### config.mk
export PLATFORM = sky130hd
export DESIGN_NAME = ram_stream_reader
export DESIGN_NICKNAME = d
export VERILOG_FILES = /design/src/rtl/ram_stream_reader_pkg.sv /design/src/rtl/ram_stream_reader_fifo.sv /design/src/rtl/ram_stream_reader.sv
export SDC_FILE = /design/constraint.sdc
export NUM_CORES = 1
export LEC_CHECK = 0
export ABC_AREA = 1
export BUFFER_PORTS_ARGS = -buffer_cell sky130_fd_sc_hd__buf_2
export CORE_MARGIN = 2
export CORE_UTILIZATION = 55
export DETAILED_ROUTE_END_ITERATION = 16
export HOLD_SLACK_MARGIN = 0.02
export PLACE_DENSITY_LB_ADDON = 0.12
export SLEW_MARGIN = 15
export SYNTH_ARGS = -nofsm -noshare
export SYNTH_HDL_FRONTEND = slang
export SYNTH_SLANG_ARGS = --single-unit
### constraint.sdc
create_clock -name clk -period 1.8 [get_ports clk]
set_input_delay 0 -clock clk [delete_from_list [all_inputs] [get_ports clk]]
set_output_delay 0 -clock clk [all_outputs]
set_load 0.01 [all_outputs]
### src/rtl/ram_stream_reader_pkg.sv
// Shared types and constants for the RAM-to-stream reader.
package ram_stream_reader_pkg;

  // Transfer sequencing states.
  typedef enum logic [1:0] {
    IDLE  = 2'd0,
    RUN   = 2'd1,
    DRAIN = 2'd2,
    DONE  = 2'd3
  } state_t;

  // Output buffer depth; also the ceiling on reads in flight.
  localparam int FIFO_DEPTH = 2;
  localparam int FIFO_CNT_W = $clog2(FIFO_DEPTH + 1);

endpackage

### src/rtl/ram_stream_reader_fifo.sv
// stream_fifo2: two-entry synchronous FIFO that holds returned RAM words
// until the downstream consumer accepts them. The head stays stable while
// the consumer stalls.
module stream_fifo2
  import ram_stream_reader_pkg::*;
#(
  parameter int WIDTH = 32
) (
  input  logic             clk,
  input  logic             rst_n,
  input  logic             push,
  input  logic [WIDTH-1:0] push_data,
  input  logic             pop,
  output logic             full,
  output logic             empty,
  output logic [WIDTH-1:0] head
);

  localparam logic [FIFO_CNT_W-1:0] CNT_EMPTY = FIFO_CNT_W'(0);
  localparam logic [FIFO_CNT_W-1:0] CNT_FULL  = FIFO_CNT_W'(FIFO_DEPTH);
  localparam logic [FIFO_CNT_W-1:0] CNT_ONE   = FIFO_CNT_W'(1);

  logic [WIDTH-1:0]      mem_r [FIFO_DEPTH];
  logic                  wr_ptr_r;
  logic                  rd_ptr_r;
  logic [FIFO_CNT_W-1:0] cnt_r;
  logic                  push_ok_s;
  logic                  pop_ok_s;

  // Qualify push/pop: no pop when empty, push into a full FIFO only alongside a pop.
  always_comb begin
    pop_ok_s  = 1'b0;
    push_ok_s = 1'b0;
    if (pop && (cnt_r != CNT_EMPTY)) begin
      pop_ok_s = 1'b1;
    end else begin
      pop_ok_s = 1'b0;
    end
    if (push && ((cnt_r != CNT_FULL) || pop_ok_s)) begin
      push_ok_s = 1'b1;
    end else begin
      push_ok_s = 1'b0;
    end
  end

  // Storage, pointers and occupancy; reset discards any buffered words.
  always_ff @(posedge clk or negedge rst_n) begin
    if (!rst_n) begin
      for (int i = 0; i < FIFO_DEPTH; i++) begin
        mem_r[i] <= {WIDTH{1'b0}};
      end
      wr_ptr_r <= 1'b0;
      rd_ptr_r <= 1'b0;
      cnt_r    <= CNT_EMPTY;
    end else begin
      if (push_ok_s) begin
        mem_r[wr_ptr_r] <= push_data;
        wr_ptr_r        <= ~wr_ptr_r;
      end
      if (pop_ok_s) begin
        rd_ptr_r <= ~rd_ptr_r;
      end
      case ({push_ok_s, pop_ok_s})
        2'b10:   cnt_r <= cnt_r + CNT_ONE;
        2'b01:   cnt_r <= cnt_r - CNT_ONE;
        default: cnt_r <= cnt_r;
      endcase
    end
  end

  assign full  = (cnt_r == CNT_FULL);
  assign empty = (cnt_r == CNT_EMPTY);
  assign head  = mem_r[rd_ptr_r];

endmodule

### src/rtl/ram_stream_reader.sv
// ram_stream_reader: reads a (base, count) range out of a single-port RAM
// with a one-cycle registered read and re-emits it as a valid/ready stream
// with a last flag. Reads are only issued when a slot is guaranteed in the
// two-entry output buffer, so backpressure never drops or repeats a word.
module ram_stream_reader
  import ram_stream_reader_pkg::*;
#(
  parameter int WIDTH = 32,
  parameter int DEPTH = 10
) (
  input  logic             clk,
  input  logic             reset,
  input  logic             start,
  input  logic [DEPTH-1:0] base_addr,
  input  logic [DEPTH:0]   count,
  output logic             busy,
  output logic             done,
  output logic [DEPTH-1:0] mem_address,
  output logic             mem_oe,
  output logic             mem_we,
  output logic [WIDTH-1:0] mem_din,
  input  logic [WIDTH-1:0] mem_dout,
  output logic             m_valid,
  input  logic             m_ready,
  output logic [WIDTH-1:0] m_data,
  output logic             m_last
);

  localparam logic [DEPTH-1:0] ADDR_ZERO = {DEPTH{1'b0}};
  localparam logic [DEPTH-1:0] ADDR_ONE  = {{(DEPTH-1){1'b0}}, 1'b1};
  localparam logic [DEPTH:0]   LEFT_ZERO = {(DEPTH+1){1'b0}};
  localparam logic [DEPTH:0]   LEFT_ONE  = {{DEPTH{1'b0}}, 1'b1};
  localparam logic [1:0]       CREDIT    = 2'(FIFO_DEPTH);

  state_t           state_r;
  logic [DEPTH-1:0] rd_addr_r;
  logic [DEPTH-1:0] addr_hold_r;
  logic [DEPTH:0]   rd_left_r;
  logic [DEPTH:0]   out_left_r;
  logic             pending_r;
  logic             busy_r;
  logic             done_r;

  logic             fifo_full_s;
  logic             fifo_empty_s;
  logic [WIDTH-1:0] fifo_head_s;
  logic             pop_s;
  logic             issue_s;
  logic [1:0]       occ_s;
  logic [1:0]       inflight_s;

  // Handshake, credit check and read issue; the address holds between reads.
  always_comb begin
    pop_s       = 1'b0;
    occ_s       = 2'd0;
    inflight_s  = 2'd0;
    issue_s     = 1'b0;
    mem_address = addr_hold_r;
    if (!fifo_empty_s && m_ready) begin
      pop_s = 1'b1;
    end else begin
      pop_s = 1'b0;
    end
    if (fifo_full_s) begin
      occ_s = 2'd2;
    end else if (!fifo_empty_s) begin
      occ_s = 2'd1;
    end else begin
      occ_s = 2'd0;
    end
    // Words already owed to the buffer once this cycle's pop has left it.
    inflight_s = occ_s - {1'b0, pop_s} + {1'b0, pending_r};
    if ((state_r == RUN) && (rd_left_r != LEFT_ZERO) && (inflight_s < CREDIT)) begin
      issue_s = 1'b1;
    end else begin
      issue_s = 1'b0;
    end
    if (issue_s) begin
      mem_address = rd_addr_r;
    end else begin
      mem_address = addr_hold_r;
    end
  end

  // Transfer FSM with read/output bookkeeping and registered busy/done.
  always_ff @(posedge clk or negedge reset) begin
    if (!reset) begin
      state_r     <= IDLE;
      rd_addr_r   <= ADDR_ZERO;
      addr_hold_r <= ADDR_ZERO;
      rd_left_r   <= LEFT_ZERO;
      out_left_r  <= LEFT_ZERO;
      pending_r   <= 1'b0;
      busy_r      <= 1'b0;
      done_r      <= 1'b0;
    end else begin
      pending_r <= issue_s;
      done_r    <= 1'b0;
      if (issue_s) begin
        rd_addr_r   <= rd_addr_r + ADDR_ONE;
        rd_left_r   <= rd_left_r - LEFT_ONE;
        addr_hold_r <= rd_addr_r;
      end
      if (pop_s) begin
        out_left_r <= out_left_r - LEFT_ONE;
      end
      case (state_r)
        IDLE: begin
          if (start) begin
            busy_r     <= 1'b1;
            rd_addr_r  <= base_addr;
            rd_left_r  <= count;
            out_left_r <= count;
            if (count == LEFT_ZERO) begin
              state_r <= DONE;
              done_r  <= 1'b1;
            end else begin
              state_r <= RUN;
            end
          end
        end
        RUN: begin
          if (issue_s && (rd_left_r == LEFT_ONE)) begin
            state_r <= DRAIN;
          end
        end
        DRAIN: begin
          if ((pop_s && (out_left_r == LEFT_ONE)) || (out_left_r == LEFT_ZERO)) begin
            state_r <= DONE;
            done_r  <= 1'b1;
          end
        end
        DONE: begin
          state_r <= IDLE;
          busy_r  <= 1'b0;
        end
        default: begin
          state_r <= IDLE;
          busy_r  <= 1'b0;
        end
      endcase
    end
  end

  stream_fifo2 #(
    .WIDTH(WIDTH)
  ) u_fifo (
    .clk       (clk),
    .rst_n     (reset),
    .push      (pending_r),
    .push_data (mem_dout),
    .pop       (pop_s),
    .full      (fifo_full_s),
    .empty     (fifo_empty_s),
    .head      (fifo_head_s)
  );

  assign mem_oe  = issue_s;
  assign mem_we  = 1'b0;
  assign mem_din = {WIDTH{1'b0}};
  assign m_valid = !fifo_empty_s;
  assign m_data  = fifo_head_s;
  assign m_last  = !fifo_empty_s && (out_left_r == LEFT_ONE);
  assign busy    = busy_r;
  assign done    = done_r;

endmodule

==> out/qor.csv <==
metric,value,unit
postSynthAreaPerCell,7.657,um^2
worstPathArrival,1.84,ns
setup_viol,2,
clock_sinks,115,
io_buffers,103,
fin_area,0.008621,mm^2
drt_iter0_drc,436,
clock.fmax,543.9,MHz
status,finished with violations,
pin_count,137,
core-area,0.01137,mm^2
min_period,1.838,ns
hold_violations,0,
grt_pass1_wl,26500,um
ctsRootBufferMaster,clkbuf_16,
ys_seq_area_share,45.12,%
num_vias,5905,
fin_crit_sh,102.1,%
worstPathMaxFanout,6,
final_common_cell,nand2_1,
htreeDepth,4,
clk_path_buf_depth,2,
fillers,838,
clock_skew,0.008039,ns
initial_core_util,56.10,%
cp-end-kind,output pin,
max-vdd-ir-drop,1.267,mV
regArea,0.002884,mm^2
p_leak,4.637,nW
die_w,111.7,um
syn_to_final_growth,35.15,%
diodes,0,
required,1.80,ns
path_clk_slew,0.05,ns
max-cap-violations,0,
min_path_type,primary input to register,
fin_ws,-0.03846,ns
nets,1095,
netlist_area,0.006379,mm^2
die_h,111.7,um
die_area,0.01247,mm^2
wl,15940,um
worst_slew_pin_slew,0.5770,ns
post_drt_wl_per_cell,13.47,um
rows,39,
dpl-instance-area,0.006989,mm^2
total_power,0.01580,W
path_class,register to output pin,
startpoint_type,register,
viasPerCell,4.992,
antenna_found_initial,0,
grt_pass1_vias,5817,
yosysUniqueCellTypes,38,
power.density,1833,mW/mm^2
gr-total-overflow,0,
yosys_warnings,0,
pre_cts_slack,0.1237,ns
timing.final.max_slew_violations,0,
numCtsBuffers,17,
ant_nets,0,
multi_input_area,0.003018,mm^2
ys_ff_latch,115,
cts_tree,done,
final_cell_mix,"nand2_1 (282), dfrtp_1 (110), inv_1 (98)",
dp_hpwl,9674,um
drive_gt1_share,25.29,%
routabilityCongestion,0.8923,
synthCells,833,
relSlewSlack,61.53,%
clkLatencyLatePin,0.41,ns
rsz0062_at_grt,true,
drc,0,
failed_checks,setup timing,
dr.pass1.iters,5,
grt_max_degree,55,
grt_usage,26.06,%
==> sequential cells by signal (all words and copies together) (netlist names) <==
register         count
u_fifo.wr_ptr_r      1
addr_hold_r         10
out_left_r          11
pending_r            1
u_fifo.rd_ptr_r      1
done                 1
rd_left_r           11
u_fifo.cnt_r         2
u_fifo.mem_r        64
state_r              2
rd_addr_r           10
busy                 1
==> final timing paths <==
| check | startpoint | end | slack (ns) | depth (start not counted) |
|---|---|---|---|---|
| max in group asynchronous | reset | rd_left_r[4] | 1.01 | 3 |
| max | rd_left_r[4] | mem_address[0] | -0.04 | 7 |
| max reg2reg | state_r[1] | rd_addr_r[5] | 0.04 | 11 |
| min | m_ready | done | 0.08 | 5 |
| min reg2reg | addr_hold_r[2] | addr_hold_r[2] | 0.47 | 2 |
| min in group asynchronous | reset | u_fifo.mem_r[37] | 0.12 | 2 |
==> kinds of logic after synthesis <==
| logic type | share of synthesized area, % |
|---|---|
| fa+ha+maj | 2.158 |
| other cells | 0.05879 |
| flops | 45.12 |
| simple gates | 27.70 |
| compound gates | 10.16 |
| buf+inv | 13.02 |
| xor+xnor | 1.785 |
==> worst max-delay path, cell delays in order, from the launching register on <==
cell and delay [ns]:
dfrtp_2 0.43, nor2_4 0.18, nand2_4 0.08, nor2_4 0.17, buf_6 0.13, a21oi_4 0.08
o21a_1 0.21, buf_2 0.14
==> cells in the mapped netlist <==
cell	n	area [um^2]
o21ai_1	10	50.05
a21oi_4	1	16.27
conb_1	1	3.750
buf_2	1	5.000
clkbuf_1	19	71.32
inv_1	104	390.4
nor3_1	2	10.01
buf_4	34	255.2
nand2_2	3	18.77
dfrtp_1	115	2878
xor2_1	10	87.58
and2_1	2	12.51
xnor2_1	3	26.28
a31oi_1	2	12.51
o21a_1	1	7.510
o21ai_0	59	295.3
o21bai_1	1	7.510
and3_1	1	6.260
nor2_4	3	33.78
inv_2	3	11.26
o21ai_2	23	201.4
nand2_1	290	1089
buf_6	8	90.09
nand3_1	47	235.2
nand3b_1	4	30.03
nor2_2	3	18.77
nand2_8	1	20.02
nand2_4	2	22.52
ha_1	11	137.6
a31oi_2	1	12.51
clkinv_1	2	7.510
nor2_1	44	165.2
nand4_1	4	25.02
or2_2	6	37.54
nor2_8	1	20.02
a21oi_1	9	45.04
or2_1	1	6.260
nor3_4	1	16.27
==> per-layer routing <==
metal	track usage (%)	routed length [um]	vias to the layer above
met1	33.54	6836	2772
met3	5.008	762	38
met2	43.80	8015	188
li1	-	-	2907
met5	0	0	-
met4	10.04	321	0
==> layout make-up <==
type,instances,area share (%)
timing repair buffer,202,17.81
clock inverter,10,1.524
multi-input combinational,582,35.01
inverter,109,4.746
sequential,115,33.45
tap,143,2.075
clock buffer,22,5.385
==> where the power goes <==
part | switching (W) | internal [W] | total, W
sequential | 0.000918 | 0.00386 | 0.00478
clock | 0.00115 | 0.00224 | 0.00339
combinational | 0.00446 | 0.00318 | 0.00764
==> repair_timing <==
action	in CTS	in global routing
gates cloned	2	1
setup endpoints to repair	10	37
resized for setup	29	39
hold buffers	55	0
pin swaps	8	19
setup buffers	17	11
hold endpoints to repair	155	0
==> stage by stage <==
| stage | hold WS (ns) | utilization [%] | setup TNS (ns) | instances |
|---|---|---|---|---|
| after detailed placement | 0.03369 | 61.47 | 0 | 1067 |
| final | 0.07708 | 75.82 | -0.06264 | 1183 |
| after global routing | 0.1091 | 75.82 | -0.5991 | 1183 |
| after global placement | 0.02470 | 61.47 | 0 | 1067 |
| after floorplan | -0.2956 | - | 0 | 865 |
| after CTS | 0.07679 | 73.52 | -0.003797 | 1172 |
(Power assumes the default switching activity.)
